$ cat src/rtl/h_bridge_driver.sv
// Output stage for a dual H-bridge: registers the IN command, inserts a coast dead-time
// before any new drive code, and gates glitch-free PWM enables onto ENA/ENB.
module h_bridge_driver #(
  parameter int PWM_BITS     = 8,
  parameter int PWM_PRESCALE = 98,
  parameter int DEAD_TICKS   = 50000
) (
  input  logic                i_clock,
  input  logic                i_reset_n,
  input  logic [3:0]          i_cmd_ins,
  input  logic [PWM_BITS-1:0] i_duty,
  output logic [3:0]          o_out_ins,
  output logic                o_en_a,
  output logic                o_en_b,
  output logic                o_busy,
  output logic [1:0]          o_state
);

  localparam int PRE_W = (PWM_PRESCALE > 1) ? $clog2(PWM_PRESCALE) : 1;
  localparam int DC_W  = (DEAD_TICKS > 1) ? $clog2(DEAD_TICKS) : 1;

  localparam logic [3:0] CMD_COAST = 4'b0000;
  localparam logic [3:0] CMD_BRAKE = 4'b1111;

  typedef enum logic [1:0] {
    S_IDLE  = 2'b00,
    S_DRIVE = 2'b01,
    S_DEAD  = 2'b10,
    S_BRAKE = 2'b11
  } state_t;

  state_t            r_state, w_state_nx;
  logic [3:0]        r_cmd_q;
  logic [3:0]        r_target, w_target_nx;
  logic [DC_W-1:0]   r_dead_cnt, w_dead_nx;
  logic [PRE_W-1:0]  r_pre;
  logic [PWM_BITS-1:0] r_pwm_cnt, r_duty_l;
  logic              w_is_brake, w_is_drive, w_pre_wrap, w_pwm, w_dead_done;

  // Stage 1: command register
  always_ff @(posedge i_clock) begin
    if (!i_reset_n) r_cmd_q <= CMD_COAST;
    else            r_cmd_q <= i_cmd_ins;
  end

  always_comb begin
    w_is_brake = (r_cmd_q == CMD_BRAKE);
    w_is_drive = 1'b0;
    case (r_cmd_q)
      4'b0110, 4'b1001, 4'b0101, 4'b1010: w_is_drive = 1'b1;
      default:                            w_is_drive = 1'b0;
    endcase
  end

  assign w_dead_done = (r_dead_cnt == DC_W'(DEAD_TICKS - 1));

  always_ff @(posedge i_clock) begin
    if (!i_reset_n) begin
      r_state    <= S_IDLE;
      r_target   <= CMD_COAST;
      r_dead_cnt <= '0;
    end else begin
      r_state    <= w_state_nx;
      r_target   <= w_target_nx;
      r_dead_cnt <= w_dead_nx;
    end
  end

  // Entering drive from IDLE or BRAKE also goes through dead-time, so the
  // bridge always sees a full coast before any drive code appears.
  always_comb begin
    w_state_nx  = r_state;
    w_target_nx = r_target;
    w_dead_nx   = r_dead_cnt;
    if (w_is_brake) begin
      w_state_nx = S_BRAKE;
    end else if (!w_is_drive) begin
      w_state_nx = S_IDLE;
    end else begin
      case (r_state)
        S_DRIVE: begin
          if (r_cmd_q != r_target) begin
            w_state_nx  = S_DEAD;
            w_target_nx = r_cmd_q;
            w_dead_nx   = '0;
          end
        end
        S_DEAD: begin
          if (r_cmd_q != r_target) begin
            w_target_nx = r_cmd_q;
            w_dead_nx   = '0;
          end else if (w_dead_done) begin
            w_state_nx = S_DRIVE;
          end else begin
            w_dead_nx = r_dead_cnt + DC_W'(1);
          end
        end
        default: begin
          w_state_nx  = S_DEAD;
          w_target_nx = r_cmd_q;
          w_dead_nx   = '0;
        end
      endcase
    end
  end

  // Free-running PWM; duty only latched at the period boundary
  assign w_pre_wrap = (r_pre == PRE_W'(PWM_PRESCALE - 1));

  always_ff @(posedge i_clock) begin
    if (!i_reset_n) begin
      r_pre     <= '0;
      r_pwm_cnt <= '0;
      r_duty_l  <= '0;
    end else if (w_pre_wrap) begin
      r_pre     <= '0;
      r_pwm_cnt <= r_pwm_cnt + PWM_BITS'(1);
      if (r_pwm_cnt == {PWM_BITS{1'b1}}) r_duty_l <= i_duty;
    end else begin
      r_pre <= r_pre + PRE_W'(1);
    end
  end

  assign w_pwm = (r_pwm_cnt < r_duty_l);

  always_comb begin
    o_out_ins = CMD_COAST;
    o_en_a    = 1'b0;
    o_en_b    = 1'b0;
    o_busy    = 1'b0;
    case (r_state)
      S_DRIVE: begin
        o_out_ins = r_target;
        o_en_a    = w_pwm;
        o_en_b    = w_pwm;
      end
      S_BRAKE: begin
        o_out_ins = CMD_BRAKE;
        o_en_a    = 1'b1;
        o_en_b    = 1'b1;
      end
      S_DEAD:  o_busy = 1'b1;
      default: ;
    endcase
  end

  assign o_state = r_state;

endmodule
$ cat config.mk
export PLATFORM = sky130hd
export DESIGN_NAME = h_bridge_driver
export DESIGN_NICKNAME = d
export VERILOG_FILES = /design/src/rtl/h_bridge_driver.sv
export SDC_FILE = /design/constraint.sdc
export NUM_CORES = 1
export LEC_CHECK = 0
export BUFFER_PORTS_ARGS = -buffer_cell sky130_fd_sc_hd__buf_4
export CAP_MARGIN = 20
export CORE_MARGIN = 10
export CORE_UTILIZATION = 25
export CTS_CLUSTER_DIAMETER = 80
export CTS_CLUSTER_SIZE = 12
export DETAILED_ROUTE_END_ITERATION = 8
export PLACE_DENSITY = 0.43
export SLEW_MARGIN = 10
export SYNTH_ARGS = -nofsm -noshare
export SYNTH_HDL_FRONTEND = slang
export SYNTH_SLANG_ARGS = --single-unit
$ cat constraint.sdc
create_clock -name i_clock -period 3.9 [get_ports i_clock]
set_clock_uncertainty 0.2 [all_clocks]
set_input_delay 0.78 -clock i_clock [delete_from_list [all_inputs] [get_ports i_clock]]
set_output_delay 0.78 -clock i_clock [all_outputs]
set_load 0.02 [all_outputs]
# Word-level counts from Yosys, hierarchy flattened

Cells that the tools add are included.

Logic and storage cells: 54
Latch bits: 0
Output and inout port bits: 9
Bits in registers: 49
Memories: 0
Memory bits (writable): 0
Input port bits: 14
ROM bits: 0

Bitwise logic cells: 2
Reductions and logical operators: 7
Divide/modulo/power cells: 0
$lt $le $gt $ge: 1
Equality and inequality tests: 18
Shifts and indexed selects: 0
Muxes and demuxes: 16
Multipliers: 0
Add/subtract/negate cells: 3

Operator list:

| kind                  | count |
|---|---|
| $mux 16               | 3 |
| $pmux 16 s2           | 1 |
| $add 16x1->16 const B | 1 |
| $eq 16x16->1 const B  | 1 |
| $eq 4x4->1 const B    | 3 |
| $ne 4x4->1 const B    | 3 |
| $mux 2                | 5 |
| $add 8x1->8 const B   | 1 |
| $eq 4x3->1 const B    | 2 |
| $eq 8x8->1 const B    | 1 |
| $lt 8x8->1            | 1 |
| $mux 4                | 2 |
| $pmux 4 s2            | 1 |
| $add 7x1->7 const B   | 1 |
| $eq 7x7->1 const B    | 1 |
| $reduce_and 3->1      | 2 |
| $eq 2x2->1 const B    | 2 |
| $ne 4x4->1            | 1 |
| $pmux 2 s2            | 1 |
| $reduce_and 4->1      | 1 |
| $reduce_or 2->1       | 2 |
| $reduce_or 4->1       | 1 |
| $ne 3x3->1 const B    | 1 |
| $eq 2x1->1 const B    | 1 |
| other kinds (6)       | 8 |

# Depth between registers and ports, before layout

Depth after elaboration: 6
Mapped depth: 8
Mapped depth without buffers: 7

# Worst setup path before layout

Ideal clock, no wire load.

Kind: reg-to-output
Start: register r_state[0] (netlist: o_state[0])
End: output port o_en_b
Buffers on the path: 2
Data arrival time: 2.095 ns
Path slack: 0.825 ns
Stages on the path, launching flop included: 8
Path through: dfxtp_1 ha_1 clkbuf_1 inv_1 a211oi_1 o21ai_0 o21ai_0 buf_4

Word-level cells in the longest chain between the ends: 2
Elaborated cells between the ends (all ways): 3
Those cells by class: eq/ne (2); mux (1)

Ends and longest elaborated chain:

| item                                            | line | source |
|---|---|---|
| start, declared                                 | 32   | `state_t r_state, w_state_nx;` |
| start signal, assigned                          | 63   | `r_state <= w_state_nx;` |
| $eq 2x2->1 / $eq 2x1->1 (equally long branches) | -    |  |
| $pmux 1 s2 *                                    | -    |  |
| end, declared                                   | 14   | `output logic o_en_b,` |

Mark *: on every way between the ends. The rest lies on a longest branch, timed or not.

# Final worst setup path

Start: register r_pwm_cnt[5]
End: output port o_en_a

Word-level cells in the longest chain between the ends: 2

Ends and longest elaborated chain:

| item                   | line | source |
|---|---|---|
| start, declared        | 37   | `logic [PWM_BITS-1:0] r_pwm_cnt, r_duty_l;` |
| start signal, assigned | 117  | `r_pwm_cnt <= r_pwm_cnt + PWM_BITS'(1);` |
| $lt 8x8->1             | 124  | `assign w_pwm = (r_pwm_cnt < r_duty_l);` |
| $pmux 1 s2             | 131  | `case (r_state)` |
| end, declared          | 13   | `output logic o_en_a,` |

Every way passes these cells.

==> flow_metrics.env <==
export IMPL_crit_arrival_ps=2150
export IMPL_crit_path_cell_trace="ha_1 > a21o_1 > a21o_1 > a211oi_1 > o21ai_0 > o21ai_0 > buf_4"
export IMPL_numCtsBuffers=5
export IMPL_n_fill_cell=1122
export IMPL_synth_flop_cell="dfxtp_1"
export IMPL_p_per_area_nw_per_um2=305
export IMPL_antenna_found_initial=0
export IMPL_routabilityCongestion=0.760
export IMPL_startpoint_type="flop"
export IMPL_p_leak_nw=1.13
export IMPL_core_area_sq_um=10300
export IMPL_rows=37
export IMPL_via_per_inst=4.63
export IMPL_drc=0
export IMPL_fin_ws_ps=766
export IMPL_placed_area_sq_um=2910
export IMPL_path_class="flop to primary output"
export IMPL_fp_dieH_um=123
export IMPL_hold_viol_final=0
export IMPL_yosysWarnings=0
export IMPL_fp_dieW_um=123
export IMPL_syn2layout_area_growth_pct=14.5
export IMPL_wl_um=5920
export IMPL_final_area_sq_um=3010
export IMPL_layout_min_cycle_time_ps=3130
export IMPL_fp_dieArea_sq_um=15000
export IMPL_rsz0062_at_grt="no"
export IMPL_required_ps=2920
export IMPL_crit_path_max_fanout=4
export IMPL_grt_ovfl_total=0
export IMPL_fin_tns_setup_ps=0
export IMPL_n_antenna_cell=0
export IMPL_first_global_vias=2014
export IMPL_cp_slowest_cell="dfxtp_1"
export IMPL_outcome="complete, no violations"
export IMPL_synth_cell_types=49
export IMPL_maxSlewViolCount=0
export IMPL_hp_class="flop to flop"
export IMPL_synth_cells=292
export IMPL_synthesis_nets=320
export IMPL_postCtsSetupRepairBufs=0
export IMPL_final_util=0.293
export IMPL_cap_violations=0
export IMPL_holdBufCountCts=0
export IMPL_grt_first_pass_wirelength_um=10400
export IMPL_nNetsFinal=337
export IMPL_path_clk_slew_ps=110
export IMPL_io_buffers=22
export IMPL_insertion_delay_ps=310
export IMPL_async_reset_ff_frac=0
export IMPL_cts_sinks=49
export IMPL_slowest_delay_ps=430
export IMPL_drtAntennaViolNets=0
export IMPL_setup_viol=0
export IMPL_grtUsageTotal=0.0837
export IMPL_synth_edf_count=0
export IMPL_synth_seq_area_share=0.373
export IMPL_cts_resized=0
export IMPL_avgSynthCellArea_sq_um=9.00
export IMPL_grt_max_degree=46
export IMPL_fmaxAchievable_mhz=319
export IMPL_period_share=0.804
export IMPL_htree_levels=2
export IMPL_vdd_drop_max_v=0.000140
export IMPL_hpwlAfterDp_um=4170
export IMPL_slew_limit_headroom=0.624
export IMPL_drt_iter0_drc=86
export IMPL_path_delay_family="compound AO/OA/AOI/OAI gates"
export IMPL_io_pins=23
export IMPL_synth_seq_cells=49
export IMPL_tightest_slew_ps=560
export IMPL_dp_slack_ps=1100
export IMPL_dr_total_vias=2066
export IMPL_cts_tree="yes"
export IMPL_cp_end_kind="primary output"
export IMPL_syn_area_sq_um=2630
export IMPL_cts_max_path_buffers=2
export IMPL_drt_pre_antenna_iters=4
export IMPL_wl_per_cell_um=13.3
export IMPL_drive_above_1_share=0.135
export IMPL_root_buffer="clkbuf_8"
export IMPL_critPathBufInv=1
export IMPL_initial_core_util=0.256
-- synth_stat cells, drive strengths merged, types with 2 or more instances --
| library cell | count | area share |
|---|---|---|
| xnor2 | 11 | 0.037 |
| dfxtp | 49 | 0.37 |
| o41ai | 2 | 0.012 |
| o211ai | 10 | 0.029 |
| o221a | 3 | 0.013 |
| or3 | 6 | 0.014 |
| a21boi | 3 | 0.0086 |
| nand2b | 2 | 0.0048 |
| a21o | 7 | 0.020 |
| o21ai | 11 | 0.021 |
| nand4 | 6 | 0.017 |
| nor2b | 11 | 0.026 |
| and2 | 10 | 0.024 |
| or2 | 2 | 0.0048 |
| xor2 | 6 | 0.020 |
| o31ai | 7 | 0.020 |
| nand2 | 19 | 0.027 |
| and3 | 4 | 0.0095 |
| a211oi | 4 | 0.011 |
| o211a | 2 | 0.0076 |
| a31o | 2 | 0.0067 |
| nor2 | 16 | 0.029 |
| a21oi | 4 | 0.0076 |
| nor4bb | 2 | 0.0076 |
| mux2i | 10 | 0.038 |
| and4 | 3 | 0.010 |
| o21a | 4 | 0.011 |
| or4 | 4 | 0.013 |
| ha | 14 | 0.067 |
| nor3 | 8 | 0.015 |
| buf | 6 | 0.013 |
| clkbuf | 7 | 0.010 |
| inv | 16 | 0.023 |
| nand3 | 13 | 0.025 |
-- final cells by class --
cell class | instances | area, sq um | area share
clock buffers | 5 | 68.8 | 0.0229
clock inverters | 3 | 28.8 | 0.00957
inverters | 16 | 60.1 | 0.0200
multi-input cells | 214 | 1530 | 0.507
flip-flops and latches | 49 | 981 | 0.326
well taps | 136 | 170 | 0.0566
repair buffers | 23 | 173 | 0.0574
-- report_power, final --
group	internal, mW	total (mW)	leakage [nW]	switching [mW]
Combinational	0.0294	0.0691	0.681	0.0397
Clock	0.135	0.332	0.0506	0.197
Sequential	0.508	0.517	0.397	0.00855
Total	0.672	0.918	1.13	0.246
-- placed cells by master (no fill, tap or decap), drive strengths merged, types with 8 or more instances in the layout --
cell type	synthesis	routed
ha	14	14
dfxtp	49	49
nand2	19	19
xnor2	11	11
mux2i	10	10
buf	6	23
nor2	16	16
and2	10	10
nand3	13	13
o211ai	10	10
inv	16	18
o21ai	11	11
nor2b	11	11
nor3	8	8
-- registers in the layout, summed over array words and instances, names as in the netlist --
signal,count
r_pre,7
r_target,4
r_cmd_q,4
r_dead_cnt,16
o_state,2
r_duty_l,8
r_pwm_cnt,8
-- worst reg2reg max path, cell delays in order, from the launching register on --
cell	delay, ps
dfxtp_1	440
xnor2_1	160
nand4_2	420
or2_1	460
or3_1	580
o41ai_2	350
-- worst paths after layout --
| kind | endpoint | from | cells after the start | slack [ps] |
|---|---|---|---|---|
| worst min register to register | r_pre[0] | r_pre[0] | 1 | 270 |
| worst max register to register | r_dead_cnt[15] | r_cmd_q[3] | 5 | 1210 |
| worst min-delay path | r_pre[0] | r_pre[0] | 1 | 270 |
| worst max-delay path | o_en_a | r_pwm_cnt[5] | 7 | 770 |
-- kinds of logic (layout without fill, tap and decap cells) --
| kind of cell | after synthesis | count (layout) | synth area share |
|---|---|---|---|
| mux | 10 | 10 | 0.0381 |
| simple gates | 110 | 110 | 0.239 |
| flops | 49 | 49 | 0.373 |
| compound gates | 63 | 63 | 0.181 |
| fa+ha+maj | 14 | 14 | 0.0667 |
| xor+xnor | 17 | 17 | 0.0567 |
| buf+inv | 29 | 47 | 0.0457 |
-- per-layer routing --
metal  vias to the layer above  routed length, um  global-route usage
li1                       1081                  -                   -
met5                         -                  0                   0
met2                        27               2410               0.120
met3                         5                275              0.0230
met1                       953               3160               0.119
met4                         0                 63              0.0258
-- metrics by stage --
step	std cells	hold WS [ps]	total power [mW]
3_3_place_gp	438	251	0.599
6_report	446	273	0.918
2_1_floorplan	292	230	0.573
5_1_grt	446	317	0.967
4_1_cts	446	275	0.937
3_5_place_dp	438	251	0.598
(Power assumes the default switching activity.)
